**config.mk**
```make
export PLATFORM = sky130hd
export DESIGN_NAME = data_bus_arbiter_flat
export DESIGN_NICKNAME = d
export VERILOG_FILES = /design/src/rtl/data_bus_arbiter_pkg.sv /design/src/rtl/data_bus_arbiter_if.sv /design/src/rtl/data_bus_arbiter_rr_priority_picker.sv /design/src/rtl/data_bus_arbiter.sv /design/src/flat_wrapper.sv
export SDC_FILE = /design/constraint.sdc
export NUM_CORES = 1
export LEC_CHECK = 0
export ABC_AREA = 1
export CAP_MARGIN = 25
export CORE_UTILIZATION = 37
export CTS_CLUSTER_SIZE = 16
export DETAILED_ROUTE_END_ITERATION = 10
export PLACE_DENSITY = 0.85
export SYNTH_ARGS = -nofsm -noshare
export SYNTH_HDL_FRONTEND = slang
export SYNTH_HIERARCHICAL = 1
export SYNTH_SLANG_ARGS = --single-unit
export TNS_END_PERCENT = 20
```
**constraint.sdc**
```tcl
create_clock -name clk -period 5.5 [get_ports clk]
set_clock_uncertainty 0.1 [all_clocks]
set_input_delay 0.825 -clock clk [delete_from_list [all_inputs] [get_ports clk]]
set_output_delay 0.825 -clock clk [all_outputs]
set_load 0.01 [all_outputs]
```
**src/rtl/data_bus_arbiter_pkg.sv**
```systemverilog
// Shared definitions for the data bus arbiter.
//   - arb_state_e : arbiter FSM states (idle / bus owned)
//   - OwnerW      : width of the owner index carried on arb_owner
//   - MstDbg/MstCpu/MstDma : requester indices on the m_* vectors
//   - rr_index()  : cyclic index helper used by the round-robin picker
package data_bus_arbiter_pkg;

  typedef enum logic [0:0] {
    StIdle  = 1'b0,
    StOwned = 1'b1
  } arb_state_e;

  localparam int unsigned OwnerW = 2;

  localparam int unsigned MstDbg = 0;
  localparam int unsigned MstCpu = 1;
  localparam int unsigned MstDma = 2;

  // Index reached k steps after 'last' on a ring of n requesters.
  function automatic int unsigned rr_index(int unsigned last, int unsigned k, int unsigned n);
    return (last + k) % n;
  endfunction

endpackage

```
**src/rtl/data_bus_arbiter_if.sv**
```systemverilog
// Bus bundle between the bus masters and the arbiter.
//   m_bus_req/m_addr/m_wr/m_rd/m_dout : per-master request side (master i at slice i)
//   m_bus_grant                       : per-master registered grant
//   s_addr/s_wr/s_rd/s_dout           : shared bus towards memory / peripherals
//   arb_busy/arb_owner/arb_timeout    : arbiter status
// Modports: master = requester/observer side, slave = arbiter side.
interface data_bus_arbiter_if
  import data_bus_arbiter_pkg::*;
#(
  parameter int unsigned NUM_MASTERS = 3,
  parameter int unsigned ADDR_W      = 8,
  parameter int unsigned DATA_W      = 8
);

  logic [NUM_MASTERS-1:0]        m_bus_req;
  logic [NUM_MASTERS-1:0]        m_bus_grant;
  logic [NUM_MASTERS*ADDR_W-1:0] m_addr;
  logic [NUM_MASTERS-1:0]        m_wr;
  logic [NUM_MASTERS-1:0]        m_rd;
  logic [NUM_MASTERS*DATA_W-1:0] m_dout;
  logic [ADDR_W-1:0]             s_addr;
  logic                          s_wr;
  logic                          s_rd;
  logic [DATA_W-1:0]             s_dout;
  logic                          arb_busy;
  logic [OwnerW-1:0]             arb_owner;
  logic                          arb_timeout;

  modport master (
    output m_bus_req, m_addr, m_wr, m_rd, m_dout,
    input  m_bus_grant, s_addr, s_wr, s_rd, s_dout, arb_busy, arb_owner, arb_timeout
  );

  modport slave (
    input  m_bus_req, m_addr, m_wr, m_rd, m_dout,
    output m_bus_grant, s_addr, s_wr, s_rd, s_dout, arb_busy, arb_owner, arb_timeout
  );

endinterface

```
**src/rtl/data_bus_arbiter_rr_priority_picker.sv**
```systemverilog
// Combinational round-robin picker.
//   req_i        : eligible request vector
//   last_owner_i : index of the previous owner; search starts just after it
//   winner_oh_o  : one-hot winner (zero when no request)
//   winner_idx_o : index of the winner
//   valid_o      : a winner exists
module data_bus_arbiter_rr_priority_picker
  import data_bus_arbiter_pkg::*;
#(
  parameter int unsigned NUM_MASTERS = 3
) (
  input  logic [NUM_MASTERS-1:0] req_i,
  input  logic [OwnerW-1:0]      last_owner_i,
  output logic [NUM_MASTERS-1:0] winner_oh_o,
  output logic [OwnerW-1:0]      winner_idx_o,
  output logic                   valid_o
);

  always_comb begin
    int unsigned idx;
    logic        found;
    idx          = 0;
    found        = 1'b0;
    winner_oh_o  = '0;
    winner_idx_o = '0;
    // Walk the ring starting one past the last owner; the last owner itself is
    // visited last, so a lone requester can still win twice in a row.
    for (int unsigned k = 1; k <= NUM_MASTERS; k++) begin
      idx = rr_index(int'(last_owner_i), k, NUM_MASTERS);
      if (!found && req_i[idx]) begin
        found            = 1'b1;
        winner_oh_o[idx] = 1'b1;
        winner_idx_o     = OwnerW'(idx);
      end
    end
    valid_o = found;
  end

endmodule

```
**src/rtl/data_bus_arbiter.sv**
```systemverilog
// Round-robin data bus arbiter for MiniRISC masters (0=debug, 1=CPU, 2=DMA).
// Grants one requester at a time (registered one-hot grant, 1 clk latency),
// holds the grant while the owner keeps its request high, and inserts at least
// one dead cycle between owners. The shared bus is muxed combinationally from
// the registered owner; non-owners never reach it.
//   clk, rst : clock, asynchronous active-high reset
//   bus      : data_bus_arbiter_if.slave bundle (requests in, grants/shared bus out)
// Build option: define ARB_TIMEOUT_EN to bound ownership to MAX_HOLD cycles;
// a revoked master is masked until its request has been seen low once.
module data_bus_arbiter
  import data_bus_arbiter_pkg::*;
#(
  parameter int unsigned NUM_MASTERS = 3,
  parameter int unsigned ADDR_W      = 8,
  parameter int unsigned DATA_W      = 8,
  parameter int unsigned MAX_HOLD    = 255
) (
  input logic               clk,
  input logic               rst,
  data_bus_arbiter_if.slave bus
);

  if (NUM_MASTERS < 1 || NUM_MASTERS > (1 << OwnerW)) begin : g_bad_masters
    $error("NUM_MASTERS out of range for the owner index width");
  end
  if (MAX_HOLD < 1) begin : g_bad_hold
    $error("MAX_HOLD must be at least 1");
  end

  arb_state_e               state_q, state_d;
  logic [NUM_MASTERS-1:0]   grant_q, grant_d;
  logic [OwnerW-1:0]        owner_q, owner_d;
  logic [OwnerW-1:0]        last_owner_q, last_owner_d;
  logic [NUM_MASTERS-1:0]   eligible;
  logic [NUM_MASTERS-1:0]   pick_oh;
  logic [OwnerW-1:0]        pick_idx;
  logic                     pick_valid;

`ifdef ARB_TIMEOUT_EN
  localparam int unsigned HoldW = $clog2(MAX_HOLD + 1);

  logic [HoldW-1:0]       hold_cnt_q, hold_cnt_d;
  logic [NUM_MASTERS-1:0] mask_q, mask_d;
  logic                   timeout_q, timeout_d;

  assign eligible = bus.m_bus_req & ~mask_q;
`else
  assign eligible = bus.m_bus_req;
`endif

  data_bus_arbiter_rr_priority_picker #(
    .NUM_MASTERS (NUM_MASTERS)
  ) u_picker (
    .req_i        (eligible),
    .last_owner_i (last_owner_q),
    .winner_oh_o  (pick_oh),
    .winner_idx_o (pick_idx),
    .valid_o      (pick_valid)
  );

  always_comb begin
    state_d      = state_q;
    grant_d      = grant_q;
    owner_d      = owner_q;
    last_owner_d = last_owner_q;
`ifdef ARB_TIMEOUT_EN
    hold_cnt_d   = hold_cnt_q;
    timeout_d    = 1'b0;
    // A mask bit survives only while that master keeps requesting.
    mask_d       = mask_q & bus.m_bus_req;
`endif
    unique case (state_q)
      StIdle: begin
        if (pick_valid) begin
          grant_d      = pick_oh;
          owner_d      = pick_idx;
          last_owner_d = pick_idx;
          state_d      = StOwned;
`ifdef ARB_TIMEOUT_EN
          hold_cnt_d   = '0;
`endif
        end
      end
      StOwned: begin
        if (!bus.m_bus_req[owner_q]) begin
          grant_d = '0;
          state_d = StIdle;
        end
`ifdef ARB_TIMEOUT_EN
        else if (hold_cnt_q == HoldW'(MAX_HOLD - 1)) begin
          // Counter reaches MAX_HOLD-1 on the edge closing the MAX_HOLD-th owned cycle.
          grant_d         = '0;
          state_d         = StIdle;
          timeout_d       = 1'b1;
          mask_d[owner_q] = 1'b1;
        end else begin
          hold_cnt_d = hold_cnt_q + 1'b1;
        end
`endif
      end
      default: begin
        grant_d = '0;
        state_d = StIdle;
      end
    endcase
  end

  always_ff @(posedge clk or posedge rst) begin
    if (rst) begin
      state_q      <= StIdle;
      grant_q      <= '0;
      owner_q      <= '0;
      // Start "after" the last master so master 0 wins the first arbitration.
      last_owner_q <= OwnerW'(NUM_MASTERS - 1);
`ifdef ARB_TIMEOUT_EN
      hold_cnt_q   <= '0;
      mask_q       <= '0;
      timeout_q    <= 1'b0;
`endif
    end else begin
      state_q      <= state_d;
      grant_q      <= grant_d;
      owner_q      <= owner_d;
      last_owner_q <= last_owner_d;
`ifdef ARB_TIMEOUT_EN
      hold_cnt_q   <= hold_cnt_d;
      mask_q       <= mask_d;
      timeout_q    <= timeout_d;
`endif
    end
  end

  // Shared bus mux; everything derives from reset-cleared flops so it drops
  // asynchronously with rst.
  always_comb begin
    bus.s_addr = '0;
    bus.s_dout = '0;
    if (state_q == StOwned) begin
      bus.s_addr = bus.m_addr[int'(owner_q) * ADDR_W +: ADDR_W];
      bus.s_dout = bus.m_dout[int'(owner_q) * DATA_W +: DATA_W];
    end
  end

  assign bus.s_wr        = bus.m_wr[owner_q] & grant_q[owner_q];
  assign bus.s_rd        = bus.m_rd[owner_q] & grant_q[owner_q];
  assign bus.m_bus_grant = grant_q;
  assign bus.arb_busy    = (state_q == StOwned);
  assign bus.arb_owner   = owner_q;
`ifdef ARB_TIMEOUT_EN
  assign bus.arb_timeout = timeout_q;
`else
  assign bus.arb_timeout = 1'b0;
`endif

endmodule

```
**src/flat_wrapper.sv**
```systemverilog
// flat-port wrapper written by rule: the top's interface ports become plain ports
module data_bus_arbiter_flat import data_bus_arbiter_pkg::*;
#(
  parameter int unsigned NUM_MASTERS = 3,
  parameter int unsigned ADDR_W      = 8,
  parameter int unsigned DATA_W      = 8,
  parameter int unsigned MAX_HOLD    = 255
)
  (clk, rst, bus_m_bus_req, bus_m_addr, bus_m_wr, bus_m_rd, bus_m_dout, bus_m_bus_grant, bus_s_addr, bus_s_wr, bus_s_rd, bus_s_dout, bus_arb_busy, bus_arb_owner, bus_arb_timeout);
  data_bus_arbiter_if #(.NUM_MASTERS(NUM_MASTERS), .ADDR_W(ADDR_W), .DATA_W(DATA_W)) bus_i ();
  input logic clk;
  input logic rst;
  input wire logic [$bits(bus_i.m_bus_req)-1:0] bus_m_bus_req;
  input wire logic [$bits(bus_i.m_addr)-1:0] bus_m_addr;
  input wire logic [$bits(bus_i.m_wr)-1:0] bus_m_wr;
  input wire logic [$bits(bus_i.m_rd)-1:0] bus_m_rd;
  input wire logic [$bits(bus_i.m_dout)-1:0] bus_m_dout;
  output wire logic [$bits(bus_i.m_bus_grant)-1:0] bus_m_bus_grant;
  output wire logic [$bits(bus_i.s_addr)-1:0] bus_s_addr;
  output wire logic [$bits(bus_i.s_wr)-1:0] bus_s_wr;
  output wire logic [$bits(bus_i.s_rd)-1:0] bus_s_rd;
  output wire logic [$bits(bus_i.s_dout)-1:0] bus_s_dout;
  output wire logic [$bits(bus_i.arb_busy)-1:0] bus_arb_busy;
  output wire logic [$bits(bus_i.arb_owner)-1:0] bus_arb_owner;
  output wire logic [$bits(bus_i.arb_timeout)-1:0] bus_arb_timeout;
  assign bus_i.m_bus_req = bus_m_bus_req;
  assign bus_i.m_addr = bus_m_addr;
  assign bus_i.m_wr = bus_m_wr;
  assign bus_i.m_rd = bus_m_rd;
  assign bus_i.m_dout = bus_m_dout;
  assign bus_m_bus_grant = bus_i.m_bus_grant;
  assign bus_s_addr = bus_i.s_addr;
  assign bus_s_wr = bus_i.s_wr;
  assign bus_s_rd = bus_i.s_rd;
  assign bus_s_dout = bus_i.s_dout;
  assign bus_arb_busy = bus_i.arb_busy;
  assign bus_arb_owner = bus_i.arb_owner;
  assign bus_arb_timeout = bus_i.arb_timeout;
  data_bus_arbiter #(.NUM_MASTERS(NUM_MASTERS), .ADDR_W(ADDR_W), .DATA_W(DATA_W), .MAX_HOLD(MAX_HOLD)) u_core (.clk(clk), .rst(rst), .bus(bus_i));
endmodule
```
# Word-level counts from Yosys, hierarchy flattened
# Cells that the tools add are included.
# W data, S select, Z words.
[word_totals] wordCells=72 inputBits=59 regBits=8 output_inout_bits=25
[classes] add_sub_neg=3 eq_ne=2 reduce_logical=9 n_div=3 n_mux=37 n_bitwise=5 order_cmp=7 n_shift=2
[op_table] operator="$ge A32 B1 Y1 const B" n=3
[op_table] operator="$lt A32 B3 Y1 const B" n=3
[op_table] operator="$mod A32 B2 Y32 const B" n=3
[op_table] operator="$shiftx A24 B6 Y8" n=2
[op_table] operator="$mux W8" n=2
[op_table] operator="$mux W1" n=15
[op_table] operator="$mux W3" n=5
[op_table] operator="$bmux W1 S2" n=7
[op_table] operator="$add A2 B2 Y3 const B" n=2
[op_table] operator="$demux W1 S2" n=3
[op_table] operator="$mux W2" n=3
[op_table] operator="$or A3 B3 Y3" n=2
[op_table] operator="$pmux W3 S2" n=1
[op_table] operator="$logic_and A1 B1 Y1" n=5
[op_table] operator="$reduce_and A2 Y1" n=2
[op_table] operator="$add A2 B1 Y3 const B" n=1
[op_table] operator="$lt A2 B3 Y1 const B" n=1
[op_table] operator="$and A1 B1 Y1" n=2
[op_table] operator="$logic_not A1 Y1" n=2
[op_table] operator="$ne A2 B1 Y1 const B" n=1
[op_table] operator="$ne A2 B2 Y1 const B" n=1
[op_table] operator="$pmux W1 S2" n=1
[op_table] operator="$not A1 Y1" n=1

# Depth between registers and ports, before layout
# Gate-level depths: netlist of run 1.
[depth] word_depth=13 depth_mapped=14 mapped_depth_nobuf=13

# Cells and area by module
# The synthesis of run 1 kept the hierarchy.
[modules_own_cells] module="data_bus_arbiter" seq_area_each_um2=176.4 area_per_inst_um2=800.8 n_inst=1 cells_per_inst=146
[modules_own_cells] module="data_bus_arbiter_rr_priority_picker" seq_area_each_um2=0.0 area_per_inst_um2=327.8 n_inst=1 cells_per_inst=60

# Worst setup path after synthesis of run 1
# Ideal clock, no wire load.
[synth_timing] path_type="input -> output" startpoint="input bus_m_addr[0]" endpoint="output bus_s_addr[0]" stages=4 arrival_ns=1.195 path_slack_ns=3.380 path_buffers=0 t_required_ns=4.575 path_cell_list="nor2_1 > nor2_1 > o21ai_1 > a21oi_1"
[synth_between] elab_chain_len=2
[synth_lines] item="start: declaration" line_no="flat_wrapper.sv:14" source="input wire logic [$bits(bus_i.m_addr)-1:0] bus_m_addr;"
[synth_lines] item="$shiftx A24 B6 Y8" line_no="data_bus_arbiter.sv:139" source="bus.s_addr = bus.m_addr[int'(owner_q) * ADDR_W +: ADDR_W];"
[synth_lines] item="$mux W8" line_no="data_bus_arbiter.sv:138" source="if (state_q == StOwned) begin"
[synth_lines] item="end: declaration" line_no="flat_wrapper.sv:19" source="output wire logic [$bits(bus_i.s_addr)-1:0] bus_s_addr;"
# No other way between the ends.

# Worst setup path in the final report of run 1
[layout_timing] startpoint="register u_core.owner_q[0] (netlist: u_core/bus.arb_owner[0])" endpoint="output bus_s_rd"
[layout_between] elab_chain_len=3 word_cells_on_any_way=5 classes_between="mux (4); bitwise (1)"
[layout_lines] item="start: declaration" line_no="data_bus_arbiter.sv:32" source="logic [OwnerW-1:0] owner_q, owner_d;"
[layout_lines] item="start signal: assignment" line_no="data_bus_arbiter.sv:123" source="owner_q <= owner_d;"
[layout_lines] item="$bmux W1 S2" line_no="data_bus_arbiter.sv:145" source="assign bus.s_rd = bus.m_rd[owner_q] & grant_q[owner_q];"
[layout_lines] item="$mux W1 (not written as such)" line_no="data_bus_arbiter.sv:145"
[layout_lines] item="$and A1 B1 Y1 (*)" line_no="data_bus_arbiter.sv:145"
[layout_lines] item="end: declaration" line_no="flat_wrapper.sv:21" source="output wire logic [$bits(bus_i.s_rd)-1:0] bus_s_rd;"
# Mark *: on every way between the ends. The rest lies on a longest branch, timed or not. The select of a mux whose other input is x is not followed.

==> impl_metrics.toml, run 1 <==
[flow_run]
max_cap_violations = 0

[critical_path]
critPathCaptureType = "output port"
critPathArrivalTime_ns = 2.47
critical_path_class = "reg2out"
path_cells = "inv_2 > nor2_1 > o21ai_1 > nand2_1 > inv_1 > clkdlybuf4s50_1"
cpPeakStageDelay_ns = 0.94
cpLargestDelayFamily = "flip-flops"
worst_path_max_delay_cell = "dfrtp_1"
required_ns = 4.58
path_max_fanout = 26
critPathBufInv = 3
worst_setup_path_start_kind = "register"

[cts]
cts.clk_slew.worst_paths_ns = 0.05
cts_max_path_buffers = 2
postCtsHoldBufs = 0
cts_buffers = 3
post_cts_resized = 0
cts-root-buf = "clkbuf_4"
clkSinkCount = 7
clk_latency_ns = 0.25
cts_setup_buffers = 0
cts_tree = "done"
cts.htree.levels = 1

[logic_synthesis]
ys_warn_count = 6
synth_mux_area_share_pct = 0
synth_xor_area_share_pct = 0
synth_compound_area_share_pct = 20.6
synthAdderAreaFrac_pct = 4.43
post_synth_inst_count = 206
synth_area_per_cell_um2 = 5.48
ys_types = 27
synth-seq-cells = 7
synth_top_family_by_area = "simple AND/OR/NAND/NOR gates"
synth-seq-area-share_pct = 15.6
yosys.area_share.simple_pct = 43.6
synth_area_um2 = 1130
syn-num-nets = 269

[finish]
nNetsFinal = 345
final_area_um2 = 1930
finish.utilization_pct = 68.3
layout_commonest_cell = "clkdlybuf4s50_1"
layout_common_cells = "clkdlybuf4s50_1 (82), nand2_1 (55), nor2_1 (35), o21ai_1 (24)"
drive_gt1_share_pct = 8.19
syn_to_final_growth_pct = 71.3
diodes = 0

[die]
ios = 84
core-area_um2 = 2830
rows = 19
start_util_pct = 39.9
fp.dieW_um = 57.2
fp.dieH_um = 57.2
dieArea_um2 = 3280

[power]
peakVddDrop_uv = 324
finalPower_mw = 0.892
power.leakage_nw = 0.865
p_per_area_nw_per_um2 = 462

[timing]
relSlewSlack_pct = 38.3
fmax_ghz = 0.294
setup_tns_ns = 0
setup_viol = 0
period_share_pct = 61.8
rsz0062_at_grt = "false"
min_period_ns = 3.40
report.final.slew_viol_count = 0
worstMarginPinSlew_ns = 0.926
hold_viol_final = 0

[placed_design]
port_buffers = 82
gp_congestion = 0.881
post-dp-hpwl_mm = 2.86
place_area_um2 = 1910

[routing]
routed-via-count = 1519
drt-total-wl_mm = 3.73
via_per_inst = 4.87
dr.pass1.iters = 8
drt_iter0_drc = 83
ant_nets = 0
drc = 8
wl_per_cell_um = 11.9

[global_routing]
first_global_vias = 1290
grt_usage_pct = 22.3
grt_start_max_net_pins = 27
antenna_found_initial = 0
grt_first_pass_wirelength_mm = 5.84
gr-total-overflow = 0

[status]
status = "finished, violations left"
violations = "DRC"

[min_path]
hold_class = "reg2reg"
## layout make-up
| type | count | area, um2 |
|---|---|---|
| flip-flops and latches | 7 | 176 |
| repair buffers | 82 | 821 |
| fillers | 263 | 896 |
| inverters | 23 | 92.6 |
| well taps | 31 | 38.8 |
| multi-input cells | 165 | 778 |
| clock buffers | 4 | 26.3 |
## layer usage
layer / vias to the layer above / wire, um / track usage [%]
li1: 805 / - / -
met1: 646 / 1650 / 29.0
met2: 62 / 1780 / 39.2
met3: 6 / 262 / 4.76
met4: 0 / 36 / 2.79
met5: - / 0 / 0
## synth_stat cells
cell      instances  share of area, %
nand2_1          55                18
nor2_1           35                12
o21ai_1          24                11
a21oi_1          16               7.1
nand3_1          16               7.1
inv_1            12               4.0
inv_2             8               2.7
dfrtp_1           6                13
buf_4             4               2.7
ha_1              4               4.4
buf_6             3               3.0
nand2_2           3               1.7
buf_2             2              0.89
clkbuf_1          2              0.67
inv_4             2               1.1
nand3_2           2               1.8
o21ai_0           2              0.89
a31oi_1           1              0.55
clkinv_2          1              0.44
conb_1            1              0.33
dfstp_2           1               2.3
nand2_4           1               1.0
nand3b_1          1              0.67
nor2_4            1               1.0
nor3_1            1              0.44
o21a_1            1              0.67
o21ai_2           1              0.78
## state kept, by name, summed over array words and instances (netlist names)
name	cells
u_core/last_owner_q	1
u_core/bus.arb_busy	1
u_core/bus.arb_owner	2
u_core/bus.m_bus_grant	3
## final timing paths
kind	start	end	slack, ns	depth (start not counted)
worst max-delay path	u_core/bus.arb_owner[0]	bus_s_rd	2.10	6
worst min-delay path	u_core/last_owner_q[1]	u_core/last_owner_q[1]	0.39	2
worst max register to register	u_core/bus.arb_owner[0]	u_core/bus.arb_owner[1]	2.67	13
worst min register to register	u_core/last_owner_q[1]	u_core/last_owner_q[1]	0.39	2
max in group asynchronous	rst	u_core/last_owner_q[1]	4.30	2
min in group asynchronous	rst	u_core/bus.m_bus_grant[2]	0.72	2
## tightest hold or removal path: cells and delay by family, from the launching register on
family	cells	cell delay (ns)
flops	1	0.38
simple gates	2	0.11
## kinds of logic after synthesis
kind of cell               count (synthesis)
buffers and inverters                     34
AOI/OAI and AO/OA                         45
DFF                                        7
adders and majority gates                  4
and+or+nand+nor                          115
other                                      1
## power by group
part | switching (mW) | internal (mW) | leakage [nW]
Sequential | 0.0532 | 0.0727 | 0.0873
Combinational | 0.383 | 0.337 | 0.763
Clock | 0.0184 | 0.0276 | 0.0150
## per-stage QoR
| step | std cells | hold slack [ns] | worst slack (ns) |
|---|---|---|---|
| 6_report | 312 | 0.391 | 2.10 |
| 5_1_grt | 312 | 0.412 | 1.87 |
| 4_1_cts | 312 | 0.398 | 2.08 |
| 3_5_place_dp | 308 | 0.390 | 2.36 |
| 3_3_place_gp | 308 | 0.383 | 2.36 |
| 2_1_floorplan | 206 | 0.367 | 3.38 |
Power figures use the tool's default switching activity.
==> run 2, diff against run 1 <==
--- a/config.mk
+++ b/config.mk
@@ -7,10 +7,10 @@
 export LEC_CHECK = 0
 export ABC_AREA = 1
 export CAP_MARGIN = 25
-export CORE_UTILIZATION = 37
+export CORE_UTILIZATION = 34
 export CTS_CLUSTER_SIZE = 16
 export DETAILED_ROUTE_END_ITERATION = 10
-export PLACE_DENSITY = 0.85
+export PLACE_DENSITY = 0.79
 export SYNTH_ARGS = -nofsm -noshare
 export SYNTH_HDL_FRONTEND = slang
 export SYNTH_HIERARCHICAL = 1
==> constraint.sdc (replaced) <==
create_clock -name clk -period 3.21 [get_ports clk]
set_clock_uncertainty 0.1 [all_clocks]
set_input_delay 0.4815 -clock clk [delete_from_list [all_inputs] [get_ports clk]]
set_output_delay 0.4815 -clock clk [all_outputs]
set_load 0.01 [all_outputs]
==> impl_metrics.toml, run 2 (synthesis results as in run 1) <==
[status]
status = "completed"

[routing]
via_per_inst = 4.75
dr.pass1.iters = 4
wl_per_cell_um = 12.2
drt_iter0_drc = 62
drt-total-wl_mm = 4.00
drc = 0
routed-via-count = 1553
ant_nets = 0

[global_routing]
antenna_found_initial = 0
first_global_vias = 1270
grt_first_pass_wirelength_mm = 6.04
gr-total-overflow = 0
grt_usage_pct = 22.2
grt_start_max_net_pins = 23

[critical_path]
worst_setup_path_start_kind = "register"
path_max_fanout = 19
critical_path_class = "reg2out"
required_ns = 2.63
ff2ff_path_depth = 11
critPathCaptureType = "output port"
critPathArrivalTime_ns = 2.13

[cts]
cts.htree.levels = 1
post_cts_resized = 0
cts_tree = "done"
clkSinkCount = 7
cts.clk_slew.worst_paths_ns = 0.05
cts-root-buf = "clkbuf_4"
cts_buffers = 3
cts_setup_buffers = 0
cts_max_path_buffers = 2
postCtsHoldBufs = 0
clk_latency_ns = 0.24

[die]
fp.dieH_um = 59.6
dieArea_um2 = 3550
core-area_um2 = 3100
rows = 20
fp.dieW_um = 59.6
ios = 84
start_util_pct = 36.4

[timing]
setup_tns_ns = 0
relSlewSlack_pct = 66.1
worstMarginPinSlew_ns = 0.509
fmax_ghz = 0.368
hold_viol_final = 0
period_share_pct = 84.5
rsz0062_at_grt = "false"
min_period_ns = 2.71
setup_viol = 0
report.final.slew_viol_count = 0

[finish]
final_area_um2 = 1960
largest_reg_flops = 3
syn_to_final_growth_pct = 74.1
diodes = 0
multi_input_area_um2 = 778
layout_common_cells = "clkdlybuf4s50_1 (82), nand2_1 (55), nor2_1 (35), o21ai_1 (24)"
drive_gt1_share_pct = 8.83
layout_commonest_cell = "clkdlybuf4s50_1"
n_fill_cell = 303
nNetsFinal = 347
instances_no_fill = 327
regArea_um2 = 176

[power]
p_switching_mw = 0.795
pwr-share-clk_pct = 4.9
p_per_area_nw_per_um2 = 793
combPwrFrac_pct = 83.9
switching_share_pct = 51.0
power.leakage_nw = 0.876
peakVddDrop_uv = 408
power_frac_seq_pct = 11.2
p_int_mw = 0.762

[placed_design]
port_buffers = 82
post-dp-hpwl_mm = 3.11
place_inst = 323
gp_congestion = 0.904
place_area_um2 = 1940

[flow_run]
max_cap_violations = 0

[min_path]
hold_class = "in2async"
-- run 2: stage by stage --
| step | hold WS (ns) | setup slack [ns] | utilization (%) | power (mW) |
|---|---|---|---|---|
| 2_1_floorplan | 0.184 | 1.21 | - | 1.01 |
| 3_3_place_gp | 0.402 | 0.766 | 62.5 | 1.46 |
| 3_5_place_dp | 0.394 | 0.753 | 62.5 | 1.47 |
| 4_1_cts | 0.360 | 0.490 | 63.3 | 1.56 |
| 5_1_grt | 0.402 | 0.337 | 63.3 | 1.70 |
| 6_report | 0.359 | 0.496 | 63.3 | 1.56 |
-- run 2: worst max-delay path: stages, from the launching register on --
cell and delay, ns:
dfrtp_1 0.56, nor2_4 0.46, nand2_1 0.09, o21ai_1 0.12, nand2_1 0.07, inv_1 0.05
clkdlybuf4s50_1 0.54
-- run 2: worst paths after layout --
path / startpoint / endpoint / slack (ns)
hold reg to reg: u_core/last_owner_q[1] / u_core/last_owner_q[1] / 0.40
min in group clk: u_core/last_owner_q[1] / u_core/last_owner_q[1] / 0.40
max in group asynchronous: rst / u_core/last_owner_q[1] / 2.39
setup / recovery: u_core/bus.arb_owner[0] / bus_s_wr / 0.50
setup reg to reg: u_core/bus.arb_owner[0] / u_core/bus.arb_owner[1] / 0.70
hold / removal: rst / u_core/bus.m_bus_grant[2] / 0.36
-- run 2: cell type report --
| type | instances | area share, % |
|---|---|---|
| flip-flops and latches | 7 | 8.98 |
| clock buffers | 4 | 1.34 |
| well taps | 44 | 2.80 |
| inverters | 23 | 4.71 |
| repair buffers | 84 | 42.5 |
| multi-input cells | 165 | 39.6 |
-- run 2: power groups by stage --
stage / Clock, mW / Sequential (mW) / Combinational [mW]
6_report: 0.0768 / 0.174 / 1.31
2_1_floorplan: 0 / 0.168 / 0.837
3_5_place_dp: 0 / 0.176 / 1.29
3_3_place_gp: 0 / 0.175 / 1.28
5_1_grt: 0.0877 / 0.182 / 1.43
4_1_cts: 0.0810 / 0.175 / 1.30
-- run 2: layer usage --
metal	track usage, %	wire length [um]	vias to the layer above
met5	0	0	-
met4	2.99	25	0
met3	4.15	258	4
met2	37.2	1880	52
met1	30.2	1840	690
li1	-	-	807
